==> config.mk <==
export PLATFORM = sky130hd
export DESIGN_NAME = ttt_board_nk
export DESIGN_NICKNAME = d
export VERILOG_FILES = /design/src/rtl/ttt_pkg.sv /design/src/rtl/ttt_line_count.sv /design/src/rtl/ttt_board_nk.sv
export SDC_FILE = /design/constraint.sdc
export NUM_CORES = 1
export LEC_CHECK = 0
export BUFFER_PORTS_ARGS = -buffer_cell sky130_fd_sc_hd__buf_4
export CORE_ASPECT_RATIO = 0.6
export CORE_UTILIZATION = 45
export DETAILED_ROUTE_END_ITERATION = 12
export PLACE_DENSITY = 0.74
export SETUP_SLACK_MARGIN = 0.1
export SLEW_MARGIN = 30
export SYNTH_ARGS = -nofsm -noshare
export SYNTH_HDL_FRONTEND = slang
export SYNTH_SLANG_ARGS = --single-unit
==> constraint.sdc <==
create_clock -name clk -period 4.6 [get_ports clk]
set_input_delay 0.69 -clock clk [delete_from_list [all_inputs] [get_ports clk]]
set_output_delay 0.69 -clock clk [all_outputs]
set_load 0.05 [all_outputs]
==> src/rtl/ttt_pkg.sv <==
// Shared types for the NxN, K-in-a-row board: cell/player codes, win codes,
// FSM states and scan directions.
package ttt_pkg;

    typedef enum logic [1:0] {
        EMPTY = 2'b00,
        X     = 2'b01,
        O     = 2'b10
    } cell_t;

    typedef enum logic [1:0] {
        NONE = 2'b00,
        XWIN = 2'b01,
        OWIN = 2'b10,
        DRAW = 2'b11
    } win_t;

    typedef enum logic [1:0] {
        IDLE  = 2'b00,
        CHECK = 2'b01,
        DONE  = 2'b10
    } state_t;

    typedef enum logic [1:0] {
        DIR_ROW  = 2'd0,
        DIR_COL  = 2'd1,
        DIR_DIAG = 2'd2,
        DIR_ANTI = 2'd3
    } dir_t;

    function automatic cell_t other_player(cell_t p);
        return (p == X) ? O : X;
    endfunction

endpackage

==> src/rtl/ttt_line_count.sv <==
// Combinational run counter: length of the same-player run through (row,col)
// along one direction, each side capped at K-1 cells and clipped at the edges.
module ttt_line_count
    import ttt_pkg::*;
#(
    parameter int N = 3,
    parameter int K = 3
) (
    input  logic [1:0]               board [N][N],
    input  logic [$clog2(N)-1:0]     row,
    input  logic [$clog2(N)-1:0]     col,
    input  dir_t                     dir,
    input  cell_t                    player,
    output logic [$clog2(2*K)-1:0]   count
);

    localparam int CW = $clog2(N);
    localparam int QW = $clog2(2*K);

    int   dr_s;
    int   dc_s;
    int   r_s;
    int   c_s;
    int   sgn_s;
    int   total_s;
    logic run_s;

    // walk outward on both sides until the run breaks or the board ends
    always_comb begin
        dr_s    = 0;
        dc_s    = 1;
        r_s     = 0;
        c_s     = 0;
        sgn_s   = 1;
        total_s = 1;
        run_s   = 1'b1;
        case (dir)
            DIR_ROW:  begin dr_s = 0; dc_s = 1;  end
            DIR_COL:  begin dr_s = 1; dc_s = 0;  end
            DIR_DIAG: begin dr_s = 1; dc_s = 1;  end
            DIR_ANTI: begin dr_s = 1; dc_s = -1; end
            default:  begin dr_s = 0; dc_s = 1;  end
        endcase
        for (int s = 0; s < 2; s++) begin
            sgn_s = (s == 0) ? 1 : -1;
            run_s = 1'b1;
            for (int i = 1; i < K; i++) begin
                r_s = int'(row) + sgn_s * dr_s * i;
                c_s = int'(col) + sgn_s * dc_s * i;
                if (run_s && (r_s >= 0) && (r_s < N) && (c_s >= 0) && (c_s < N)
                    && (board[r_s[CW-1:0]][c_s[CW-1:0]] == player)) begin
                    total_s = total_s + 1;
                end else begin
                    run_s = 1'b0;
                end
            end
        end
        count = QW'(total_s);
    end

endmodule

==> src/rtl/ttt_board_nk.sv <==
// NxN board controller: validates moves, scans the four directions through the
// placed cell over four cycles, then reports win/draw or passes the turn.
module ttt_board_nk
    import ttt_pkg::*;
#(
    parameter int N = 3,
    parameter int K = 3
) (
    input  logic                  clk,
    input  logic                  reset,
    input  logic                  move_valid,
    input  logic [1:0]            xoroin,
    input  logic [$clog2(N)-1:0]  rowin,
    input  logic [$clog2(N)-1:0]  colin,
    output logic                  ready,
    output logic                  err,
    output logic [1:0]            xoroout,
    output logic [$clog2(N)-1:0]  rowout,
    output logic [$clog2(N)-1:0]  colout,
    output logic [1:0]            win
);

    localparam int MW = $clog2(N*N+1);
    localparam int QW = $clog2(2*K);

    state_t          state_r;
    state_t          state_nx_s;
    logic [1:0]      board_r [N][N];
    cell_t           turn_r;
    logic [MW-1:0]   moves_r;
    dir_t            dir_r;
    logic            hit_r;

    logic [QW-1:0]   count_s;
    logic            in_range_s;
    logic            cell_empty_s;
    logic            accept_s;
    logic            reject_s;
    logic            hit_now_s;
    logic            full_s;

    ttt_line_count #(.N(N), .K(K)) u_line_count (
        .board  (board_r),
        .row    (rowout),
        .col    (colout),
        .dir    (dir_r),
        .player (cell_t'(xoroout)),
        .count  (count_s)
    );

    // target-cell lookup, only indexed when the coordinates are on the board
    always_comb begin
        in_range_s = (int'(rowin) < N) && (int'(colin) < N);
        if (in_range_s) begin
            cell_empty_s = (board_r[rowin][colin] == EMPTY);
        end else begin
            cell_empty_s = 1'b0;
        end
        hit_now_s = hit_r || (int'(count_s) >= K);
        full_s    = (int'(moves_r) == N*N);
    end

    // next-state and accept/reject decode
    always_comb begin
        state_nx_s = state_r;
        accept_s   = 1'b0;
        reject_s   = 1'b0;
        case (state_r)
            IDLE: begin
                if (move_valid) begin
                    if ((xoroin == turn_r) && in_range_s && cell_empty_s) begin
                        accept_s   = 1'b1;
                        state_nx_s = CHECK;
                    end else begin
                        reject_s = 1'b1;
                    end
                end else begin
                    state_nx_s = IDLE;
                end
            end
            CHECK: begin
                if (dir_r == DIR_ANTI) begin
                    state_nx_s = (hit_now_s || full_s) ? DONE : IDLE;
                end else begin
                    state_nx_s = CHECK;
                end
            end
            DONE: begin
                reject_s   = move_valid;
                state_nx_s = DONE;
            end
            default: begin
                state_nx_s = IDLE;
            end
        endcase
    end

    // state register and ready flag
    always_ff @(posedge clk) begin
        if (reset) begin
            state_r <= IDLE;
            ready   <= 1'b1;
        end else begin
            state_r <= state_nx_s;
            ready   <= (state_nx_s == IDLE);
        end
    end

    // board, turn, counter, scan progress and result registers
    always_ff @(posedge clk) begin
        if (reset) begin
            for (int i = 0; i < N; i++) begin
                for (int j = 0; j < N; j++) begin
                    board_r[i][j] <= 2'b00;
                end
            end
            turn_r  <= X;
            moves_r <= '0;
            dir_r   <= DIR_ROW;
            hit_r   <= 1'b0;
            err     <= 1'b0;
            xoroout <= 2'b00;
            rowout  <= '0;
            colout  <= '0;
            win     <= 2'b00;
        end else begin
            err <= reject_s;
            if (accept_s) begin
                board_r[rowin][colin] <= xoroin;
                moves_r <= moves_r + MW'(1);
                xoroout <= xoroin;
                rowout  <= rowin;
                colout  <= colin;
                dir_r   <= DIR_ROW;
                hit_r   <= 1'b0;
            end else if (state_r == CHECK) begin
                hit_r <= hit_now_s;
                dir_r <= dir_t'(dir_r + 2'd1);
                // a win on the last free cell outranks the draw
                if (dir_r == DIR_ANTI) begin
                    if (hit_now_s) begin
                        win <= xoroout;
                    end else if (full_s) begin
                        win <= DRAW;
                    end else begin
                        turn_r <= other_player(turn_r);
                    end
                end else begin
                    win <= win;
                end
            end else begin
                hit_r <= hit_r;
            end
        end
    end

endmodule

# Word-level counts from Yosys, hierarchy flattened
# Index checks and enable logic that the tools add are counted.
# totals
output_inout_bits,10
input_bits,9
regBits,39
# classes
muxes,58
addsub,15
n_lt_le_gt_ge,31
n_bitwise,13
n_eq_ne,12
reduce_logical,35
# ops
operator,count
$add 3x32->32,8
$ge 32x1->1 const B,8
$lt 32x3->1 const B,8
$pmux 32 s3,1
$mux 6,11
$neg 32->32,2
$pmux 32 s2,1
$bmux 6 s2,5
$mux 2,19
$ge 3x3->1 const B,10
$not 2->3,10
$logic_and 1x1->1,23
$bmux 2 s2,5
$bwmux 18,1
$demux 6 s2,1
$eq 2x2->1,5
$mux 3,3
$logic_not 2->1,4
$mux 1,8
$eq 2x1->1 const B,3
$eq 2x2->1 const B,3
$lt 3x1->1 const B,2
$pmux 2 s3,1
$reduce_and 5->1,1
other kinds (16),21

# Longest topological paths before layout
# logic_depth
ltp_word,31
mapped_depth,21

# Hierarchy
# Synthesis repeated with hierarchy kept, for this count alone.
# hier_totals
cells_unflattened,389
hier_area_um2,3269.4
# by_module_without_submodules
module,seq_area_each_um2,area_each_um2,cells_per_inst,instances
ttt_board_nk,780.7,1873.0,214,1
ttt_line_count,0.0,1396.3,175,1

# Worst setup path after synthesis
# OpenSTA, ideal clock, no wires.
# synth_path
path_type,reg-to-reg
startpoint,reg dir_r[0]
endpoint,reg turn_r[0]
setup_slack_ps,0
arrival_time_ps,4477
stages_incl_launch_ff,21
setup_ps,123
period_less_slack_ps,4600
cell_sequence,dfxtp_1 -> inv_1 -> ha_1 -> inv_1 -> ha_1 -> ha_1 -> buf_2 -> mux2i_1 -> nor2_1 -> a21oi_1 -> o21ai_1 -> o21ai_2 -> xnor2_1 -> or4_4 -> inv_2 -> and3_1 -> fa_1 -> nor3_1 -> nand3_1 -> a211oi_2 -> mux2_1
# synth_via
elab_chain_cells,28
elab_cells_between_ends,101
# synth_lines
item,line,text
from (decl),ttt_board_nk.sv:31,dir_t dir_r;
from (signal assigned),ttt_board_nk.sv:138,dir_r <= dir_t'(dir_r + 2'd1);
branches (longest 27 deep; another with $neg 32->32),--,
$reduce_and 5->1 (no source line) *,--,
to (signal assigned),ttt_board_nk.sv:146,turn_r <= other_player(turn_r);
to (decl),ttt_board_nk.sv:29,cell_t turn_r;
# Mark *: on every way between the ends. The select of a mux whose other input is x is not followed.
# A chain may end at the register's enable or synchronous reset.

# Final worst setup path
# Same ends and word-level chain as after synthesis.

==> metrics.txt <==
initial antenna violation count 0; # H-tree levels 2; Synth area leaders dfxtp_1, ha_1, nor2_1, mux2i_1, a21oi_1; top-count cell post-synth nor2_1; Arr. time, crit path 4.50 ns; post-route setup TNS 0 ns; vias in the first global route 2,646; part of the cycle the worst path needs 94.2%; Post-Synthesis Cell Area 3090 um^2; CTS sink cnt 39; DR vias/cell 5.76; Bufs and invs on worst path 4; met2 usage 35.2%; crit path time final 4.33 ns; Leak Pwr 1.60 nW; Hold Vio Cnt, Final 0; most used cell, CP nor2_1; sequential area share after synthesis 25.2%; Syn Inst Count 370; final WL 8450 um; CTS Root Buffer Type clkbuf_16; Crit Path Class flip-flop to flip-flop; share of the synthesized area in the top cell type 25.2%; Yosys top cell by area dfxtp_1; first-pass GRT wire length 13,300 um; # fillers 538; # setup viols final 0; Worst Clk Skew 0.00363 ns; Worst Path Required 4.77 ns; Worst VDD drop 0.000199 V; Least-Margin Pin Slew 0.709 ns; Overflow after GRT 0; Warnings, synthesis 0; FF+latch area 788 um^2; num ports 19; relative slew slack 52.7%; total of max-cap violations 0; Reg clk slew, reported paths 0.06 ns; crit-path cells inv_1 -> ha_1 -> inv_2 -> buf_4 -> ha_1 -> o22ai_1 -> a22o_1 -> nor3_2 -> xor2_1 -> nor2_1 -> and3_4 -> fa_1 -> buf_4 -> nor2_1 -> nor2_1 -> o21ai_4 -> a211oi_2 -> mux2_1; Mapped Avg Cell Area 8.36 um^2; hold crit path type flip-flop to flip-flop; synth unique cells 58; GR peak layer met2; multi-input logic area 2280 um^2; ant diodes 0; Initial Utilization 48.7%; worst skew pair latency 0.28 ns; core box area 6360 um^2; cell area after layout 3780 um^2; Total GRT Usage 24.7%; placer congestion estimate 0.977; Pins Over Slew Limit 0; CP Capture Type flip-flop; Die ar. 7220 um^2; Critical Path Max Stage Delay 0.52 ns; Post-synth EDFFs 0; 1st-iter DRT viols 271; layout cell share with drive strength beyond 1 23.9%; status complete, no violations; RSZ-0062 raised after global routing no; Die Width 109 um; height of the die 66.2 um; PwrDens 267 nW/um^2; crit path launch type flip-flop; Routed WL per cell 17.4 um; GR Layer Usage met3 8.87%; Seq cells post-synth 39; 1st-pass router iterations 4; Primary FF master, synth dfxtp_1; Final nets 452; largest net degree at the start of global routing 36; Cell Area, Placed 3370 um^2; Area Overhead vs Synth 22.3%; post-route ant nets 0; DR DRC count 0; Buffers on Ports 18; CTS buffer count 5; post-synthesis async set-or-reset flop share 0%; HPWL after DPL 6190 um; GR Util met1 34.9%; clock buffer depth 2; CP top delay family adder cells; CTS Hold Buffers Added 0; f_max 231 MHz; peak fanout along the critical path 11; std cell rows 22; TritonCTS clock tree done; syn_nets 422; slowest cell on the critical path fa_1; commonest cells in the synthesized netlist nor2_1, ha_1, dfxtp_1, a21oi_1, mux2i_1; via count 2,795
## power by group
group / leakage [nW] / internal, mW / total [mW] / switching, mW
logic: 1.19 / 0.0924 / 0.211 / 0.119
clock network: 0.0911 / 0.311 / 0.452 / 0.141
registers: 0.317 / 0.342 / 0.348 / 0.00604
## cell type report
type / instances / share of cell area (%)
Timing Repair Buffer: 44 / 9.16
Multi-Input combinational cell: 290 / 60.2
Clock buffer: 6 / 3.40
Tap cell: 84 / 2.78
Inverter: 20 / 2.05
Sequential cell: 39 / 20.8
Clock inverter: 2 / 1.59
## worst register-to-register path: cells and delay by family, from the launching register on
family	cells	cell delay (ns)
XOR/XNOR	1	0.34
buffers and inverters	4	0.42
adder cells (fa/ha/maj)	3	1.18
multiplexers	1	0.33
AO/OA/AOI/OAI	4	0.76
AND/OR/NAND/NOR	5	0.80
flip-flops	1	0.36
## metrics by stage
step	utilization (%)	power [mW]	std cells	hold WS [ns]	worst slack, ns
floorplan	-	0.481	370	0.454	0.122
global placement	53.0	0.527	468	0.473	0.146
detailed placement	53.0	0.532	468	0.496	-0.0624
CTS	56.7	0.991	477	0.507	0.100
global route	59.5	1.05	485	0.544	0.0515
finish	59.5	1.01	485	0.504	0.268
## per-layer routing
layer | share of wire, % | routed length (um)
met1 | 46 | 3890
met2 | 42 | 3580
met5 | 0 | 0
met4 | 1.2 | 104
met3 | 10 | 880
## sequential cells by signal, indices dropped and copies added, names as in the netlist
| signal | cells |
|---|---|
| err | 1 |
| moves_r | 4 |
| win | 2 |
| board_r | 18 |
| state_r | 2 |
| xoroout | 2 |
| hit_r | 1 |
| rowout | 2 |
| turn_r | 2 |
| dir_r | 2 |
| ready | 1 |
| colout | 2 |
## kinds of logic after synthesis
logic type | synth area share (%)
compound gates | 17.5
xor+xnor | 4.53
fa+ha+maj | 18.1
buf+inv | 5.50
flops | 25.2
mux | 8.69
simple gates | 20.4
## worst paths after layout
kind,startpoint,slack (ns),depth (start not counted),end
setup / recovery,dir_r[0]$_SDFFE_PP0N_,0.27,18,turn_r[0]$_SDFFE_PP1P_
hold / removal,turn_r[1]$_SDFFE_PP0P_,0.50,2,turn_r[1]$_SDFFE_PP0P_
setup reg to reg,dir_r[0]$_SDFFE_PP0N_,0.27,18,turn_r[0]$_SDFFE_PP1P_
hold reg to reg,turn_r[1]$_SDFFE_PP0P_,0.50,2,turn_r[1]$_SDFFE_PP0P_
## cells in the final DEF (no fill, tap or decap), types with 3 or more instances in the layout
cell,Yosys,routed
nor2_1,57,56
buf_4,1,42
dfxtp_1,39,35
ha_1,40,34
a21oi_1,31,29
mux2i_1,19,19
nand2_1,14,14
inv_1,15,12
nor3_1,14,11
o21ai_0,10,9
xnor2_1,8,8
xor2_1,8,8
o21ai_1,6,6
inv_2,4,6
and3b_1,6,6
nand4_1,5,5
nand3_1,5,5
clkbuf_16,0,5
o22ai_1,4,4
a22o_1,4,4
ha_4,0,4
nor3_2,0,3
nor3b_1,3,3
o2bb2ai_1,3,3
a211oi_1,3,3
dfxtp_2,0,3
## repair_timing
action | 4_1_cts | 5_1_grt
hold endpoints to repair | 0 | 0
pin swaps | 2 | 12
endpoints found under the setup margin | 6 | 7
resized for setup | 8 | 27
setup buffers | 1 | 8
Power figures use the tool's default switching activity.
